===== config.mk =====
export PLATFORM = sky130hd
export DESIGN_NAME = bus_write_ctrl
export DESIGN_NICKNAME = d
export VERILOG_FILES = /design/src/rtl/bus_write_ctrl_pkg.sv /design/src/rtl/bus_write_ctrl_sync_fifo.sv /design/src/rtl/bus_write_ctrl.sv
export SDC_FILE = /design/constraint.sdc
export NUM_CORES = 1
export LEC_CHECK = 0
export ABC_CLOCK_PERIOD_IN_PS = 7200
export CAP_MARGIN = 15
export CORE_UTILIZATION = 58
export CTS_CLUSTER_SIZE = 14
export DETAILED_ROUTE_END_ITERATION = 8
export GPL_TIMING_DRIVEN = 0
export MAX_ROUTING_LAYER = met4
export PLACE_DENSITY = 0.83
export REMOVE_ABC_BUFFERS = 1
export SYNTH_ARGS = -nofsm -noshare
export SYNTH_HDL_FRONTEND = slang
export SYNTH_HIERARCHICAL = 1
export SYNTH_SLANG_ARGS = --single-unit

===== constraint.sdc =====
create_clock -name Clk -period 7.2 [get_ports Clk]
set_input_delay 2.16 -clock Clk [delete_from_list [all_inputs] [get_ports Clk]]
set_output_delay 2.16 -clock Clk [all_outputs]
set_load 0.02 [all_outputs]

===== src/rtl/bus_write_ctrl_pkg.sv =====
// Shared definitions for bus_write_ctrl: FIFO entry layout {clr, addr, data}
// and the issue FSM encoding.
package bus_write_ctrl_pkg;

   localparam logic [0:0] ST_IDLE  = 1'b0;
   localparam logic [0:0] ST_ISSUE = 1'b1;

   localparam int DATA_LSB = 0;

   function automatic int addr_lsb(input int width);
      return width;
   endfunction

   function automatic int clr_bit(input int width, input int addr_w);
      return width + addr_w;
   endfunction

   function automatic int entry_w(input int width, input int addr_w);
      return width + addr_w + 1;
   endfunction

endpackage


===== src/rtl/bus_write_ctrl_sync_fifo.sv =====
// Request FIFO: output is combinational from the head, one cycle from push to visible.
// No pass-through when full; flush clears first, then a same-edge push lands in slot 0.
module sync_fifo #(
   parameter int WIDTH = 8,
   parameter int DEPTH = 4
) (
   input  logic                     Clk,
   input  logic                     RST,
   input  logic                     flush,
   input  logic                     push,
   input  logic                     pop,
   input  logic [WIDTH-1:0]         din,
   output logic [WIDTH-1:0]         dout,
   output logic                     full,
   output logic                     empty,
   output logic [$clog2(DEPTH):0]   count
);

   localparam int PW = $clog2(DEPTH);
   localparam int CW = PW + 1;

   logic [WIDTH-1:0] mem [DEPTH];
   logic [PW-1:0]    rptr;
   logic [PW-1:0]    wptr;
   logic [PW-1:0]    waddr;

   assign dout  = mem[rptr];
   assign full  = (count == CW'(DEPTH));
   assign empty = (count == '0);
   assign waddr = flush ? '0 : wptr;

   always_ff @(posedge Clk) begin
      if (push)
         mem[waddr] <= din;
   end

   always_ff @(posedge Clk) begin
      if (!RST) begin
         rptr  <= '0;
         wptr  <= '0;
         count <= '0;
      end else if (flush) begin
         rptr  <= '0;
         wptr  <= push ? PW'(1) : '0;
         count <= push ? CW'(1) : '0;
      end else begin
         if (push)
            wptr <= wptr + PW'(1);
         if (pop)
            rptr <= rptr + PW'(1);
         if (push && !pop)
            count <= count + CW'(1);
         else if (pop && !push)
            count <= count - CW'(1);
      end
   end

endmodule


===== src/rtl/bus_write_ctrl.sv =====
// Buffers write/clear requests and issues one per cycle as one-hot WEN / reg_clr strobes.
// Strobe follows acceptance by one edge; req_ready drops only when the FIFO is full.
module bus_write_ctrl
   import bus_write_ctrl_pkg::*;
#(
   parameter int WIDTH    = 8,
   parameter int NUM_REGS = 4,
   parameter int ADDR_W   = 2,
   parameter int DEPTH    = 4
) (
   input  logic                Clk,
   input  logic                RST,
   input  logic                req_valid,
   output logic                req_ready,
   input  logic [ADDR_W-1:0]   req_addr,
   input  logic                req_clr,
   input  logic [WIDTH-1:0]    req_data,
   input  logic                stall,
   input  logic                flush,
   output logic [WIDTH-1:0]    BusOut,
   output logic [NUM_REGS-1:0] WEN,
   output logic [NUM_REGS-1:0] reg_clr,
   output logic                busy,
   output logic                err
);

   localparam int EW  = entry_w(WIDTH, ADDR_W);
   localparam int AL  = addr_lsb(WIDTH);
   localparam int CB  = clr_bit(WIDTH, ADDR_W);
   localparam int CW  = $clog2(DEPTH) + 1;
   localparam int AW1 = ADDR_W + 1;
   localparam logic [AW1-1:0] NREGS = AW1'(NUM_REGS);

   logic [EW-1:0]       din;
   logic [EW-1:0]       dout;
   logic                full;
   logic                empty;
   logic                push;
   logic                pop;
   logic [CW-1:0]       count;
   logic [0:0]          state;
   logic [ADDR_W-1:0]   head_addr;
   logic                head_clr;
   logic [WIDTH-1:0]    head_data;
   logic                head_ok;
   logic [NUM_REGS-1:0] head_onehot;

   assign req_ready = !full;
   assign push      = req_valid && req_ready;
   assign din       = {req_clr, req_addr, req_data};

   sync_fifo #(
      .WIDTH (EW),
      .DEPTH (DEPTH)
   ) u_fifo (
      .Clk   (Clk),
      .RST   (RST),
      .flush (flush),
      .push  (push),
      .pop   (pop),
      .din   (din),
      .dout  (dout),
      .full  (full),
      .empty (empty),
      .count (count)
   );

   assign head_data = dout[DATA_LSB +: WIDTH];
   assign head_addr = dout[AL +: ADDR_W];
   assign head_clr  = dout[CB];
   assign head_ok   = ({1'b0, head_addr} < NREGS);

   always_comb begin
      state = ST_IDLE;
      if (!empty && !stall)
         state = ST_ISSUE;
   end

   // Flush wins over issue: the head being discarded must not reach the bus.
   assign pop = (state == ST_ISSUE) && !flush;

   always_comb begin
      head_onehot = '0;
      for (int i = 0; i < NUM_REGS; i++)
         head_onehot[i] = ({1'b0, head_addr} == AW1'(i));
   end

   always_ff @(posedge Clk) begin
      if (!RST) begin
         BusOut  <= '0;
         WEN     <= '0;
         reg_clr <= '0;
         err     <= 1'b0;
      end else begin
         WEN     <= '0;
         reg_clr <= '0;
         if (pop) begin
            if (!head_ok) begin
               err <= 1'b1;
            end else if (head_clr) begin
               BusOut  <= '0;
               reg_clr <= head_onehot;
            end else begin
               BusOut <= head_data;
               WEN    <= head_onehot;
            end
         end
      end
   end

   assign busy = (count != '0) || (|WEN) || (|reg_clr);

endmodule

==> flow_summary.toml, run 1 <==
[cells_and_area]
mostFrequentLayoutCells = "edfxtp_1, clkdlybuf4s50_1, dfxtp_1"
drive_gt1_share_pct = 16.0
final_area_mm2 = 0.00327
utilization_pct = 74.0
area_delta_synth_final_pct = 20.4
final_nets = 218
n_antenna_cell = 0
final_common_cell = "edfxtp_1"
final_cells = 258

[clocking]
clock-sinks = 69
path_clk_slew_ns = 0.07
cts_buffer_depth = 2
numCtsBuffers = 9
htree_levels = 3
clk_latency_ns = 0.33
ctsHoldBuffers = 0
cts_tree = "built"
cts.repair.resized = 0
root_buffer = "clkbuf_8"
postCtsSetupRepairBufs = 0

[power]
power_frac_comb_pct = 7.8
seq_power_share_pct = 54.1
p_clk_share_pct = 38.1
swShare_pct = 21.4
powerDensity_mw_per_mm2 = 247
leakage_nw = 1.16
internal-power_mw = 0.635
ir_drop_mv = 0.170
p_sw_mw = 0.173

[synth]
netlist_instances = 165
yosysTopAreaCellShare_pct = 48.7
syn_area_per_cell_um2 = 16.4
synth_area_leaders = "edfxtp_1, dfxtp_1, mux4_2, a41o_1, o311a_1"
yosysUniqueCellTypes = 36
ys_seq_elements = 69
async_flop_share_pct = 0
synth-edff-count = 44
synth_top_cell_by_area = "edfxtp_1"
synthesis.area_mm2 = 0.00271
ys_seq_area_share_pct = 67.2
yosys_warnings = 6
ys.flop_type = "edfxtp_1"

[route]
drt_first_pass_iters = 4
drc_errors = 0
vias = 1591
first_iter_violations = 71
wl_per_cell_um = 19.2
drt-total-wl_um = 4960
route.antenna.remaining_nets = 0
drt-vias-per-instance = 6.17

[min_path]
hold_path_depth = 2
hp-class = "reg2reg"

[global_route]
antenna_found_initial = 0
grt_remaining_overflow = 0
track_usage_pct = 22.8
grt_max_degree = 21
grt_pass1_wl_um = 7960
grt_pass1_vias = 1631

[worst_setup_path]
cp.depth = 7
worstPathMaxFanout = 16
slowest_delay_ns = 0.93
reg2reg_depth = 8
worstPathCellList = "clkdlybuf4s50_1 -> nor3_2 -> and2b_1 -> fa_1 -> and3b_2 -> o21ai_0 -> nor3b_1"
worstSetupStartpointType = "input pin"
cpMaxStageDelayCell = "nor3_2"
crit_arrival_ns = 5.11
criticalPathCategory = "in2reg"
end_kind = "flop"
path_buf_inv = 1
cpLargestDelayFamily = "simple AND/OR/NAND/NOR gates"
cp.required_ns = 7.44

[flow_run]
max_cap_violations = 0

[timing]
whs_ns = 0.555
max_freq_ghz = 0.206
finalSetupViolCount = 0
fin_skew_ns = 0.00704
setup_tns_ns = 0
finalHoldViolCount = 0
rsz0062_at_grt = "no"
worst_pin_slew_ns = 1.04
period_minus_slack_ns = 4.86
finalCritPeriodShare_pct = 67.6
maxSlewViolCount = 0
slew_headroom_pct = 30.0

[placed_design]
gp_congestion = 0.764
dp_hpwl_um = 3170
dp_cells = 241
place.port_buffers = 33
place_area_mm2 = 0.00305

[outcome]
status = "complete, no violations"

[die]
die_area_mm2 = 0.00495
coreArea_mm2 = 0.00441
die_x_um = 70.4
io_pins = 35
initial_core_util_pct = 61.5
placementRows = 24
die_h_um = 70.4
[metal layers]
| layer | global-route usage (%) | part of all wire [%] | vias up |
|---|---|---|---|
| met1 | 25.7 | 42 | 795 |
| met2 | 37.5 | 52 | 54 |
| met5 | - | 0 | - |
| met4 | 12.2 | 1.7 | 0 |
| li1 | - | - | 730 |
| met3 | 5.34 | 4.2 | 12 |
[flip-flops by register name (all words and copies together) (netlist names), named ones only]
signal and cells:
WEN 4, u_fifo/mem 44, u_fifo/count 3, u_fifo/wptr 2, u_fifo/rptr 2, BusOut 8
reg_clr 4
[synth_stat cells (2+ instances only)]
| library cell | n |
|---|---|
| inv_1 | 4 |
| nand2b_1 | 3 |
| o21ai_0 | 2 |
| clkbuf_1 | 2 |
| nand2_1 | 4 |
| dfxtp_1 | 25 |
| nor3b_1 | 3 |
| xor2_1 | 3 |
| mux4_2 | 8 |
| a41o_1 | 8 |
| mux4_1 | 3 |
| nor2_1 | 7 |
| nor4_1 | 4 |
| nor3_1 | 8 |
| xnor2_1 | 3 |
| buf_2 | 3 |
| edfxtp_1 | 44 |
| buf_4 | 2 |
| o311a_1 | 8 |
| buf_6 | 5 |
[final timing paths]
check,startpoint,end,slack [ns]
worst max-delay path,flush,u_fifo/count[2],2.34
worst max register to register,u_fifo/count[0],u_fifo/count[2],4.28
worst min-delay path,u_fifo/rptr[1],flop,0.55
worst min register to register,u_fifo/rptr[1],flop,0.55
[worst min-delay path: stages (launching register included)]
cell	delay, ns
dfxtp_1	0.33
xor2_1	0.07
nor2_1	0.11
[area by class of cell]
class                   instances  area [um^2]
clock buffers                  11          151
flip-flops and latches         69         1820
clock inverters                 5         48.8
well taps                      52         65.1
repair buffers                 37          372
inverters                       4         15.0
multi-input cells              80          792
fillers                       283         1150
[per-stage QoR]
stage / setup WS (ns) / power, mW
3_5_place_dp: 2.06 / 0.508
6_report: 2.34 / 0.808
3_3_place_gp: 2.10 / 0.501
4_1_cts: 2.39 / 0.814
5_1_grt: 2.18 / 0.834
2_1_floorplan: 3.27 / 0.476
[power groups by stage]
stage               Sequential [mW]  Combinational [mW]  Clock (mW)
floorplan                     0.445              0.0312           0
global placement              0.444              0.0564           0
detailed placement            0.445              0.0624           0
CTS                           0.437              0.0628       0.315
global route                  0.438              0.0671       0.329
finish                        0.437              0.0627       0.308
[logic make-up after synthesis]
family | count (synthesis) | synth area share (%)
DFF | 69 | 67.2
and+or+nand+nor | 40 | 9.36
AOI/OAI and AO/OA | 21 | 7.10
buffers and inverters | 16 | 4.01
muxes | 11 | 9.55
xor gates and xnor gates | 6 | 1.94
adders and majority gates | 1 | 0.738
other | 1 | 0.138
Power figures use the tool's default switching activity.
==> run 2, diff against run 1 <==
Settings changed: ABC_CLOCK_PERIOD_IN_PS 7200 to 4050, CORE_UTILIZATION 58 to 49, PLACE_DENSITY 0.83 to 0.75.
Clock period 7.2 ns to 4.05 ns, I/O delays scaled along.
==> flow_summary.toml, run 2 (synthesized netlist as in run 1, its figures left out) <==
[route]
vias = 1548
drc_errors = 0
drt-vias-per-instance = 5.63
first_iter_violations = 98
drt-total-wl_um = 4780
route.antenna.remaining_nets = 0
wl_per_cell_um = 17.4
drt_first_pass_iters = 4

[min_path]
hold_end = "u_fifo/count[1]"
hold_path_depth = 2
min-delay-start = "u_fifo/count[1]"
hp-class = "reg2reg"

[power]
internal-power_mw = 1.07
p_clk_share_pct = 35.4
power_frac_comb_pct = 7.8
p_sw_mw = 0.300
swShare_pct = 22.0
ir_drop_mv = 0.258
leakage_nw = 1.13
power_mw = 1.37
powerDensity_mw_per_mm2 = 421
seq_power_share_pct = 56.7

[clocking]
clock-sinks = 69
root_buffer = "clkbuf_8"
htree_levels = 3
cts_buffer_depth = 2
numCtsBuffers = 9
postCtsSetupRepairBufs = 0
cts.repair.resized = 0
cts_tree = "built"
path_clk_slew_ns = 0.06
ctsHoldBuffers = 0
clk_latency_ns = 0.34

[timing]
worst_pin_slew_ns = 1.22
finalSetupViolCount = 0
max_freq_ghz = 0.263
finalCritPeriodShare_pct = 93.9
slew_headroom_pct = 18.2
period_minus_slack_ns = 3.80
finalHoldViolCount = 0
fin_skew_ns = 0.00997
maxSlewViolCount = 0
rsz0062_at_grt = "no"

[cells_and_area]
n_antenna_cell = 0
area_delta_synth_final_pct = 19.9
final_cells = 275
largest_register = "u_fifo/mem"
final_common_cell = "edfxtp_1"
drive_gt1_share_pct = 14.1
largest_reg_flops = 44
fill_cells = 384
top_regs = "u_fifo/mem (44), BusOut (8)"
final_nets = 217
mostFrequentLayoutCells = "edfxtp_1, clkdlybuf4s50_1, dfxtp_1"

[die]
die_area_mm2 = 0.00584
placementRows = 26
initial_core_util_pct = 52.1
coreArea_mm2 = 0.00520
die_x_um = 76.4
io_pins = 35
die_h_um = 76.4

[worst_setup_path]
cpMaxStageDelayCell = "nor3_2"
r2r-start = "u_fifo/count[2]"
reg2reg_slack_ns = 1.26
worstPathMaxFanout = 16
cp.required_ns = 4.27
slowest_delay_ns = 0.91
crit_arrival_ns = 4.02
worstSetupStartpointType = "input pin"
criticalPathCategory = "in2reg"
end_kind = "flop"
r2r_end = "u_fifo/count[2]"
crit_path_frequent_cell = "nor3b_1"
cpLargestDelayFamily = "simple AND/OR/NAND/NOR gates"
path_buf_inv = 1
cp.depth = 7
worstPathCellList = "clkdlybuf4s50_1 -> nor3_2 -> and2b_1 -> fa_1 -> nor3b_1 -> o21ai_0 -> nor3b_1"
reg2reg_depth = 7

[placed_design]
dp_hpwl_um = 3130
gp_congestion = 0.766
dp_cells = 258
place.port_buffers = 33

[global_route]
grt_remaining_overflow = 0
grt_max_degree = 21
track_usage_pct = 18.2
antenna_found_initial = 0
grt_pass1_vias = 1525
grt_pass1_wl_um = 7520

[outcome]
status = "complete, no violations"

[flow_run]
max_cap_violations = 0
[run 2: changes by cell type in the layout (fill, tap and decap cells not counted), sizes merged]
| cell | change |
|---|---|
| buf | -1 |
| bufinv | -1 |
| clkbuf | +3 |
| clkinv | -2 |
[run 2: worst max path at each step]
| stage | start | end | slack, ns |
|---|---|---|---|
| 2_1_floorplan | req_valid | u_fifo/mem[1][0] | 1.06 |
| 3_3_place_gp | req_valid | u_fifo/mem[1][3] | -0.09 |
| 3_5_place_dp | flush | u_fifo/count[2] | -0.07 |
| 4_1_cts | flush | u_fifo/count[2] | 0.28 |
| 5_1_grt | flush | u_fifo/count[2] | 0.11 |
| 6_report | flush | u_fifo/count[2] | 0.25 |
[run 2: tightest hold or removal path, delay by kind of cell, from the launching register on]
kind               cells  cell delay, ns
AOI/OAI and AO/OA      1            0.05
DFF                    1            0.34
and+or+nand+nor        1            0.11
[run 2: layout make-up]
cell class	instances	area, um^2	area share [%]
Tap cell	70	87.6	2.69
Inverter	4	15.0	0.462
Timing Repair Buffer	36	364	11.2
Clock buffer	14	163	5.00
Sequential cell	69	1820	56.0
Clock inverter	2	8.76	0.269
Multi-Input combinational cell	80	792	24.4
[run 2: power by group through the flow]
| stage | clock [mW] | combinational (mW) | sequential (mW) |
|---|---|---|---|
| detailed placement | 0 | 0.107 | 0.791 |
| CTS | 0.496 | 0.107 | 0.776 |
| floorplan | 0 | 0.0555 | 0.792 |
| finish | 0.485 | 0.107 | 0.776 |
| global placement | 0 | 0.0999 | 0.790 |
| global route | 0.524 | 0.115 | 0.777 |
[run 2: per-layer routing]
layer / track usage (%) / wire length [um]
met5: - / 0
met4: 12.7 / 129
met3: 3.95 / 222
met1: 21.2 / 2000
met2: 28.3 / 2430
[run 2: metrics by stage]
stage	setup WS [ns]	instance area [um^2]	utilization [%]	hold slack [ns]	TNS (ns)
floorplan	1.06	2620	-	0.485	0
CTS	0.285	3240	62.3	0.550	0
finish	0.248	3250	62.5	0.544	0
global route	0.108	3250	62.5	0.591	0
global placement	-0.0864	3040	58.3	0.506	-1.36
detailed placement	-0.0678	3070	59.0	0.529	-0.0678
==> RTL change: new RTL, config.mk and constraints of run 1 <==
Set the parameter `ADDR_W` to 3 (it was 2).
--- a/src/rtl/bus_write_ctrl.sv
+++ b/src/rtl/bus_write_ctrl.sv
@@ -7,3 +7,3 @@
    parameter int NUM_REGS = 4,
-   parameter int ADDR_W   = 2,
+   parameter int ADDR_W   = 3,
    parameter int DEPTH    = 4
Interface: changed (resized req_addr); port bits go from 35 to 36. The function was not compared with the original's and may differ.
==> RTL change against run 1 <==
  * Non-clock buffer count rose by 1
  * Final cell count increased by 13%
  * Critical endpoint unchanged
  * Total power rose by 4.4%
  * Wire length grew 0.30%
  * Worst hold slack lost 94 ps
  * Synthesized area is 5.3% higher
  * Fmax up 7.8%
  * Worst setup slack better by 350 ps
  * Sequential cell count grew 5
  * Design area rose by 6.6%
==> RTL change: results (changes against run 1) <==
WP data arrival 4770 ps (-340 ps); headroom to the max-slew limit 41.5% (+12 points); FILL cells 296 (+4.6%); Non-clock buffering overhead 11.0% (-0.34 points); multiplexer share of the synthesized area 12.3% (+2.7 points); Avg Vias per Cell 5.43 (-12%); CP peak stage delay 790 ps (-140 ps); met3 Use GR 6.25% (+0.91 points); pin count of the biggest net entering global routing 26 (+24%); vias in the first global route 1704 (+4.5%); all-layer global routing usage 22.8% (+0.047 points); Synth Area in Compound Gates 1.45% (-5.7 points); Synth top cells by count edfxtp_1, dfxtp_1, nand2_1; outcome complete, no violations; sequential share of the synthesized area 68.7% (+1.6 points); multi-input logic area 827 um2 (+4.4%); Clock Skew 8.31 ps (+1.27 ps); FF+latch count, synth 74 (+7.2%); first-pass GRT wire length 8200 um (+3.0%); routed length per instance 17.0 um (-11%); biggest regs u_fifo/mem: 48 flops, BusOut: 8 flops; Final Hold Slack 460 ps (-94.4 ps); Clock Tree Root clkbuf_8; Non-Clock Buffer Count 38 (+2.7%); Detailed Place HPWL 3410 um (+7.6%); EDFF count, synth 48 (+9.1%); initial drt markers 86 (+21%); Synth Area in Adders 0.701% (-0.037 points); met3 wire length 180 um (-14%); crit path max fanout 9 (-7); hold_sp BusOut[3]; met1 layer usage reported by global route 27.7% (+2.0 points); sequential portion of the cell area 56.4% (+0.60 points); share of cells above drive strength 1 16.4% (+0.43 points); Worst R2R End BusOut[0]; clock network area share 5.97% (-0.16 points); final-stage net count 238 (+9.2%); Met1 Wirelength 2070 um (-1.5%); slowest stage cell on the critical path nor3_1; final RePlAce weighted congestion 0.714 (-6.5%); met2 Resource Use GR 37.0% (-0.49 points); R2R Setup Slk 4560 ps (+280 ps); Worst R2R Path Depth 3 (-5); XOR/XNOR Fraction of Synth Area 1.84% (-0.097 points); comb_multi_in 93 (+16%)
-- RTL change: how the worst max path moves through the flow --
stage | end | cells past startpoint | slack [ps] | from
final | u_fifo/count[2] | 7 | 2690 | flush
after global routing | u_fifo/count[2] | 7 | 2410 | flush
after CTS | u_fifo/count[2] | 7 | 2740 | flush
after detailed placement | u_fifo/count[2] | 7 | 2360 | flush
after global placement | u_fifo/mem[1][0] | 3 | 2010 | req_valid
after floorplan | u_fifo/mem[1][0] | 2 | 3190 | req_valid
-- RTL change: metrics by stage --
stage	setup slack, ps	std cells	power [mW]	instance area, um2
after CTS	2740	291	0.849	3470
after detailed placement	2360	275	0.537	3260
after global placement	2010	273	0.532	3230
final	2690	292	0.843	3480
after floorplan	3190	171	0.509	2790
after global routing	2410	292	0.875	3480
-- RTL change: power by group --
group          leakage [nW]  internal, mW  total [mW]  switching, mW
Combinational         0.361        0.0288      0.0600         0.0311
Sequential            0.651         0.462       0.468        0.00536
Clock                 0.102         0.166       0.316          0.149
Total                  1.11         0.657       0.843          0.186
